File: config.mk
export PLATFORM = sky130hd
export DESIGN_NAME = icache_flat
export DESIGN_NICKNAME = d
export VERILOG_FILES = /design/src/rtl/cpu_types_pkg.sv /design/src/rtl/icache_if.sv /design/src/rtl/icache.sv /design/src/flat_wrapper.sv
export SDC_FILE = /design/constraint.sdc
export NUM_CORES = 1
export LEC_CHECK = 0
export CAP_MARGIN = 10
export CORE_MARGIN = 2
export CORE_UTILIZATION = 61
export DETAILED_ROUTE_END_ITERATION = 10
export GPL_TIMING_DRIVEN = 0
export PLACE_DENSITY_LB_ADDON = 0.2
export SYNTH_ARGS = -nofsm -noshare
export SYNTH_HDL_FRONTEND = slang
export SYNTH_SLANG_ARGS = --single-unit
export TNS_END_PERCENT = 10
File: constraint.sdc
create_clock -name CLK -period 7.8 [get_ports CLK]
set_input_delay 2.34 -clock CLK [delete_from_list [all_inputs] [get_ports CLK]]
set_output_delay 2.34 -clock CLK [all_outputs]
set_load 0.01 [all_outputs]
File: src/rtl/cpu_types_pkg.sv
// Shared CPU types: machine word, instruction-cache address view and frame.
// Field widths follow the default instruction-cache geometry.
package cpu_types_pkg;

    localparam int WORD_W       = 32;
    localparam int ICACHE_SETS  = 16;
    localparam int ICACHE_IDX_W = $clog2(ICACHE_SETS);
    localparam int ICACHE_TAG_W = WORD_W - ICACHE_IDX_W - 2;

    typedef logic [WORD_W-1:0] word_t;

    // Fetch address as seen by the instruction cache.
    typedef struct packed {
        logic [ICACHE_TAG_W-1:0] tag;
        logic [ICACHE_IDX_W-1:0] idx;
        logic [1:0]              bytoff;
    } icachef_t;

    // One direct-mapped frame: a single instruction word.
    typedef struct packed {
        logic                    valid;
        logic [ICACHE_TAG_W-1:0] tag;
        word_t                   data;
    } icache_frame_t;

    function automatic icachef_t split_iaddr(input word_t a);
        return icachef_t'(a);
    endfunction

endpackage

File: src/rtl/icache_if.sv
// Cache interface: datapath fetch port and memory-controller read port.
// master = the cache itself, slave = datapath plus memory controller.
interface icache_if;
    import cpu_types_pkg::*;

    logic  imemREN;
    word_t imemaddr;
    logic  ihit;
    word_t imemload;

    logic  iREN;
    word_t iaddr;
    logic  iwait;
    word_t iload;

    modport master (
        input  imemREN, imemaddr, iwait, iload,
        output ihit, imemload, iREN, iaddr
    );

    modport slave (
        output imemREN, imemaddr, iwait, iload,
        input  ihit, imemload, iREN, iaddr
    );

endinterface

File: src/rtl/icache.sv
// Direct-mapped, read-only instruction cache, one word per frame.
// Hits return in the request cycle; misses stall in MISS until memory answers.
module icache
    import cpu_types_pkg::*;
#(
    parameter int SETS = ICACHE_SETS
) (
    input  logic     CLK,
    input  logic     nRST,
    icache_if.master cif
);

    typedef enum logic {
        IDLE,
        MISS
    } state_t;

    // The address and frame layouts come from the shared package.
    if (SETS != ICACHE_SETS) begin : g_geom_check
        $error("icache: SETS must equal ICACHE_SETS");
    end

    state_t                  r_state;
    state_t                  w_next;
    word_t                   r_miss_addr;
    logic [SETS-1:0]         r_valid;
    logic [ICACHE_TAG_W-1:0] r_tag  [SETS];
    word_t                   r_data [SETS];

    icachef_t      w_req;
    icachef_t      w_fill_addr;
    icache_frame_t w_frame;
    logic          w_hit;
    logic          w_fill;
    logic          w_latch;
    logic          w_unused_ok;

    assign w_req       = split_iaddr(cif.imemaddr);
    assign w_fill_addr = split_iaddr(r_miss_addr);
    assign w_unused_ok = ^{w_req.bytoff, w_fill_addr.bytoff};

    assign w_frame = '{
        valid: r_valid[w_req.idx],
        tag:   r_tag[w_req.idx],
        data:  r_data[w_req.idx]
    };

    assign w_hit = cif.imemREN
                 & w_frame.valid
                 & (w_frame.tag == w_req.tag);

    // State and the address of the outstanding miss.
    always_ff @(posedge CLK or posedge nRST) begin
        if (nRST) begin
            r_state     <= IDLE;
            r_miss_addr <= '0;
        end else begin
            r_state <= w_next;
            if (w_latch) begin
                r_miss_addr <= cif.imemaddr;
            end
        end
    end

    // Valid bits: the only frame state that reset clears.
    always_ff @(posedge CLK or posedge nRST) begin
        if (nRST) begin
            r_valid <= '0;
        end else if (w_fill) begin
            r_valid[w_fill_addr.idx] <= 1'b1;
        end
    end

    // Tag and data arrays: written on fill, overwriting any previous line.
    always_ff @(posedge CLK) begin
        if (w_fill) begin
            r_tag[w_fill_addr.idx]  <= w_fill_addr.tag;
            r_data[w_fill_addr.idx] <= cif.iload;
        end
    end

    // Next state, hit response and memory request.
    always_comb begin
        w_next       = r_state;
        w_fill       = 1'b0;
        w_latch      = 1'b0;
        cif.ihit     = 1'b0;
        cif.imemload = '0;
        cif.iREN     = 1'b0;
        cif.iaddr    = '0;
        unique case (r_state)
            IDLE: begin
                if (w_hit) begin
                    cif.ihit     = 1'b1;
                    cif.imemload = w_frame.data;
                end else if (cif.imemREN) begin
                    w_latch = 1'b1;
                    w_next  = MISS;
                end
            end
            MISS: begin
                cif.iREN  = 1'b1;
                cif.iaddr = r_miss_addr;
                if (!cif.iwait) begin
                    w_fill = 1'b1;
                    w_next = IDLE;
                end
            end
            default: w_next = IDLE;
        endcase
    end

endmodule

File: src/flat_wrapper.sv
// flat-port wrapper written by rule: the top's interface ports become plain ports
module icache_flat import cpu_types_pkg::*;
#(
    parameter int SETS = ICACHE_SETS
)
  (CLK, nRST, cif_imemREN, cif_imemaddr, cif_iwait, cif_iload, cif_ihit, cif_imemload, cif_iREN, cif_iaddr);
  icache_if cif_i ();
  input  logic CLK;
  input  logic nRST;
  input wire logic [$bits(cif_i.imemREN)-1:0] cif_imemREN;
  input wire logic [$bits(cif_i.imemaddr)-1:0] cif_imemaddr;
  input wire logic [$bits(cif_i.iwait)-1:0] cif_iwait;
  input wire logic [$bits(cif_i.iload)-1:0] cif_iload;
  output wire logic [$bits(cif_i.ihit)-1:0] cif_ihit;
  output wire logic [$bits(cif_i.imemload)-1:0] cif_imemload;
  output wire logic [$bits(cif_i.iREN)-1:0] cif_iREN;
  output wire logic [$bits(cif_i.iaddr)-1:0] cif_iaddr;
  assign cif_i.imemREN = cif_imemREN;
  assign cif_i.imemaddr = cif_imemaddr;
  assign cif_i.iwait = cif_iwait;
  assign cif_i.iload = cif_iload;
  assign cif_ihit = cif_i.ihit;
  assign cif_imemload = cif_i.imemload;
  assign cif_iREN = cif_i.iREN;
  assign cif_iaddr = cif_i.iaddr;
  icache #(.SETS(SETS)) u_core (.CLK(CLK), .nRST(nRST), .cif(cif_i));
endmodule
==> results.json <==
{
  "pre_cts_ws_ns": -2.005,
  "crit_path_end_kind": "primary output",
  "synth-async-reset-ratio_pct": 5.015,
  "drc": 0,
  "finalCritPeriodShare_pct": 100.6,
  "final_cells": 2896,
  "cap_violations": 0,
  "relSlewSlack_pct": 24.80,
  "cts_buffers": 94,
  "total_power_mw": 11.72,
  "grt_pass1_wl_microns": 134800,
  "die_y_microns": 253.4,
  "io_buffers": 132,
  "cpMostUsedCell": "buf_12",
  "worstMarginPinSlew_ns": 1.128,
  "ir_worst_vdd_mv": 0.2472,
  "p_leak_nw": 15.12,
  "worst-path-buf-inv": 7,
  "final_layout_size_suffix_gt1_share_pct": 35.36,
  "path_delay_family": "simple AND/OR/NAND/NOR gates",
  "clk_pin_slew_ns": 0.06,
  "fin_tns_setup_ns": -0.2773,
  "clkLatencyLatePin_ns": 0.65,
  "final_area_sq_um": 45470,
  "avgViaCountPerCell": 6.522,
  "synth_nets": 1705,
  "cts_hold_buffers": 0,
  "fmax_mhz": 127.5,
  "grt_max_degree": 28,
  "n_antenna_cell": 0,
  "cts_buffer_depth": 3,
  "rows": 91,
  "cp_data_required_time_ns": 5.46,
  "final_core_util_pct": 73.82,
  "cp_slowest_cell": "mux4_1",
  "cts_sinks": 977,
  "grt_pass1_vias": 19250,
  "synth_top_family_by_area": "multiplexers",
  "grt_use_total_pct": 30.25,
  "hpwl_microns": 57820,
  "hold_path.class": "register to register",
  "slew_violations": 0,
  "ys_ff_latch": 977,
  "root_buffer": "clkbuf_16",
  "synth-edff-count": 928,
  "fin_hold_ws_ns": 0.4703,
  "power_density_nw_per_um2": 257.8,
  "num-fill-cells": 3373,
  "crit_chain": "buf_12 -> buf_12 -> buf_4 -> buf_4 -> mux4_1 -> a22oi_1 -> nand3_1 -> xnor2_1 -> o2111ai_4 -> nor4bb_4 -> and4_4 -> clkbuf_16 -> buf_12 -> and2_4 -> buf_6",
  "netlist_area_sq_um": 37950,
  "syn_inst": 1637,
  "tritoncts": "built",
  "detail-route-antenna-nets": 0,
  "wl_per_cell_microns": 32.55,
  "wirelength_microns": 94260,
  "violations": "setup timing",
  "rsz0062_at_grt": "true",
  "synth_simple_gate_area_share_pct": 2.305,
  "start_kind": "input port",
  "finalSetupViolCount": 10,
  "synthAdderAreaFrac_pct": 0,
  "die-area_sq_um": 64220,
  "io_pins": 134,
  "gr-total-overflow": 0,
  "final_nets": 2049,
  "finClkSkew_ns": 0.01843,
  "synth_compound_area_share_pct": 0.8176,
  "worstSetupPathType": "input port to primary output",
  "synth_xor_area_share_pct": 0.6693,
  "ys_seq_area_share_pct": 76.66,
  "placed_area_sq_um": 41570,
  "synth_warnings": 0,
  "syn_area_per_cell_sq_um": 23.18,
  "start_util_pct": 61.61,
  "antenna_found_initial": 2,
  "critPathMaxFanout": 7,
  "fin_ws_ns": -0.04571,
  "gp_congestion": 0.8242,
  "synth_flop_cell": "edfxtp_1",
  "outcome": "finished with violations",
  "min_period_ns": 7.846,
  "critPathMaxStageDelay_ns": 0.55,
  "synth_cell_types": 54,
  "vias": 18890,
  "die_w_microns": 253.4,
  "arrival_ns": 5.51,
  "areaGrowthSynthToFinish_pct": 19.81,
  "cts_max_level": 3,
  "dp.cells": 2675,
  "drtPass1Iterations": 6,
  "hold_viol": 0,
  "synthMuxAreaShare_pct": 18.20,
  "coreArea_sq_um": 61600,
  "drtIter0Drc": 2362
}
-- synth_stat cells, drive strengths merged (2+ instances only) --
master	count	area share (%)
edfxtp	928	73
mux4	258	15
and2	68	1.1
buf	52	1.0
dfrtp	49	3.2
mux2i	48	1.3
mux2	44	1.6
clkbuf	29	0.29
xnor2	19	0.44
nor2	17	0.17
nand2	16	0.16
or2	16	0.26
nand3	12	0.16
a22oi	11	0.22
xor2	10	0.23
nor3	7	0.11
inv	6	0.059
nand2b	5	0.082
a21oi	4	0.053
o2111ai	4	0.092
a22o	3	0.069
nor2b	3	0.049
o221ai	3	0.069
a31o	2	0.046
nand4	2	0.033
o21ai	2	0.026
o221a	2	0.059
o22ai	2	0.033
-- cells by family after synthesis --
| logic type | Yosys count |
|---|---|
| buffers and inverters | 87 |
| AO/OA/AOI/OAI | 40 |
| AND/OR/NAND/NOR | 154 |
| multiplexers | 350 |
| flip-flops | 977 |
| XOR/XNOR | 29 |
-- where the power goes --
part           internal (mW)  switching (mW)
logic                  0.475           0.495
registers               6.07           0.202
clock network           2.57            1.91
total                   9.11            2.61
-- flip-flops by register name (all words and copies together) (netlist names) --
register            count
u_core.r_state          1
u_core.r_tag          416
u_core.r_valid         16
u_core.r_data         512
u_core.r_miss_addr     32
-- area by class of cell --
class / instances / area, sq um / area share (%)
Buffer: 80 / 808.3 / 1.778
Clock buffer: 131 / 2603 / 5.724
Timing Repair Buffer: 249 / 2798 / 6.153
Multi-Input combinational cell: 573 / 8676 / 19.08
Clock inverter: 43 / 419.2 / 0.9218
Sequential cell: 977 / 29090 / 63.98
Inverter: 6 / 25.02 / 0.05504
Tap cell: 837 / 1047 / 2.303
-- final timing paths --
check / cells after the start / start / endpoint / slack [ns]
setup reg to reg: 27 / u_core.r_tag[1][4] / u_core.r_miss_addr[31] / 2.80
hold / removal: 1 / u_core.r_valid[7] / u_core.r_valid[7] / 0.47
setup / recovery: 15 / cif_imemaddr[2] / cif_imemload[5] / -0.05
min in group asynchronous: 2 / nRST / u_core.r_miss_addr[13] / 2.13
hold reg to reg: 1 / u_core.r_valid[7] / u_core.r_valid[7] / 0.47
max in group asynchronous: 3 / nRST / u_core.r_miss_addr[20] / 5.05
-- layout by cell type, fill, tap and decap left out, drive strengths merged, types with 3 or more instances in the layout --
cell	n
a22oi	11
mux2i	48
nand3	12
xor2	10
clkdlybuf4s50	96
clkbuf	169
nor2b	3
clkinvlp	3
o2111ai	4
inv	9
xnor2	19
a22o	3
edfxtp	928
buf	192
or2	16
mux4	258
dfrtp	49
and2	68
nor3	7
nand2b	5
nor2	17
o221ai	3
clkinv	30
nand2	16
mux2	44
a21oi	4
bufinv	7
-- what timing repair did --
| action | in CTS | in global routing |
|---|---|---|
| setup buffers | 36 | 11 |
| cloned | 0 | 1 |
| setup endpoints to repair | 33 | 33 |
| gates resized for setup | 241 | 69 |
| pin swaps | 11 | 9 |
-- per-layer routing --
metal  vias up  GRT usage [%]  wire length [microns]
li1       7571              -                      -
met1     10120          41.91                  36240
met2      1030          50.42                  48090
met3       165          4.698                   7273
met4         4          9.620                   2633
met5         -              0                     23
No activity file was read; power rests on OpenSTA's default activity.
==> variant, RTL diff (same flow settings) <==
Change the package constant `WORD_W` from 32 to 64.
--- a/src/rtl/cpu_types_pkg.sv
+++ b/src/rtl/cpu_types_pkg.sv
@@ -4,3 +4,3 @@
 
-    localparam int WORD_W       = 32;
+    localparam int WORD_W       = 64;
     localparam int ICACHE_SETS  = 16;
Interface: changed (resized cif_iaddr, cif_iload, cif_imemaddr and cif_imemload); port bits go from 134 to 262. No check against the original RTL was run, so the function may have changed too.
==> variant against the unedited design <==
Critical path type unchanged. Utilization is 0.83 points higher. Sequential share of layout area is 0.52 points lower. Setup slack worse by 0.58 ns. Design area is 110% higher. Largest cell class unchanged. Power is 110% higher. Synthesized area is 110% higher. Sequential cell count is 1056 higher. Critical endpoint is now cif_imemload[9]. The run still ends with setup timing left. Via count is 120% higher. Routed wire length is 140% higher.
==> variant: results (changes against the unedited design) <==
registers with the highest flip-flop counts=u_core.r_data (1024), u_core.r_tag (928), u_core.r_miss_addr (64) (was u_core.r_data (512), u_core.r_tag (416), u_core.r_miss_addr (32)); clock tree skew after final layout=0.03591 ns (was 0.01843 ns); failing checks=setup timing (unchanged); number of antenna violations at the first check in global routing=13 (was 2); Sequential Area=60640 µm² (was 29090 µm²); final worst slack=-0.6259 ns (was -0.04571 ns); outcome=complete, but fails checks (unchanged); # port buffers=259 (was 132); leading post-synthesis cells by cell area=sky130_fd_sc_hd__edfxtp_1 (74%), sky130_fd_sc_hd__mux4_2 (15%), sky130_fd_sc_hd__dfrtp_1 (2.6%) (was sky130_fd_sc_hd__edfxtp_1 (73%), sky130_fd_sc_hd__mux4_2 (15%), sky130_fd_sc_hd__dfrtp_1 (3.2%)); CTS-repair resized insts=737 (was 241); met3 wirelength from detailed routing=29.84 mm (was 7.273 mm); average wire per cell in the routed design=37.66 µm (was 32.55 µm); Final setup violation count=65 (was 10); clkbuf count=269 (was 131); met3 usage=0.09849 (was 0.04698); number of enable flip-flop cells after synthesis=1952 (was 928); clock network area share=0.06656 (was 0.06646); synthesized net count=3605 (was 1705); multi-input gate count=1248 (was 573); routed length on met1=79.21 mm (was 36.24 mm); largest net degree at the start of global routing=46 (was 28); number of buffers created by CTS=196 (was 94); via count of the first global-routing pass=41440 (was 19250); Total Routing Usage GR=0.3480 (was 0.3025); detailed placer's ending HPWL=140.1 mm (was 57.82 mm); final antenna diode count=8 (was 0)
-- variant: changes by cell type after synthesis, sizes merged, moves of 19 or more --
cell | before | now
nor2b | 3 | 75
mux2i | 48 | 118
edfxtp | 928 | 1952
dfrtp | 49 | 81
xor2 | 10 | 29
xnor2 | 19 | 40
clkbuf | 29 | 74
mux4 | 258 | 515
buf | 52 | 105
nand2 | 16 | 50
mux2 | 44 | 78
-- variant: through the flow --
| step | setup TNS [ns] | instance area [µm²] |
|---|---|---|
| after CTS | -25.99 | 95050 |
| after global placement | - | 83730 |
| after floorplan | -779.41 | 78980 |
| final | -34.14 | 95550 |
| after detailed placement | -242.88 | 86590 |
| after global routing | -39.28 | 95540 |
-- variant: kinds of logic (layout without fill, tap and decap cells) --
kind of cell,Yosys count,in the layout,share of synthesized area
flops,2033,2033,0.7682
mux,711,711,0.1754
simple gates,327,327,0.02317
buf+inv,192,1016,0.01232
compound gates,141,141,0.01325
xor+xnor,69,69,0.007656
other cells,0,8,0
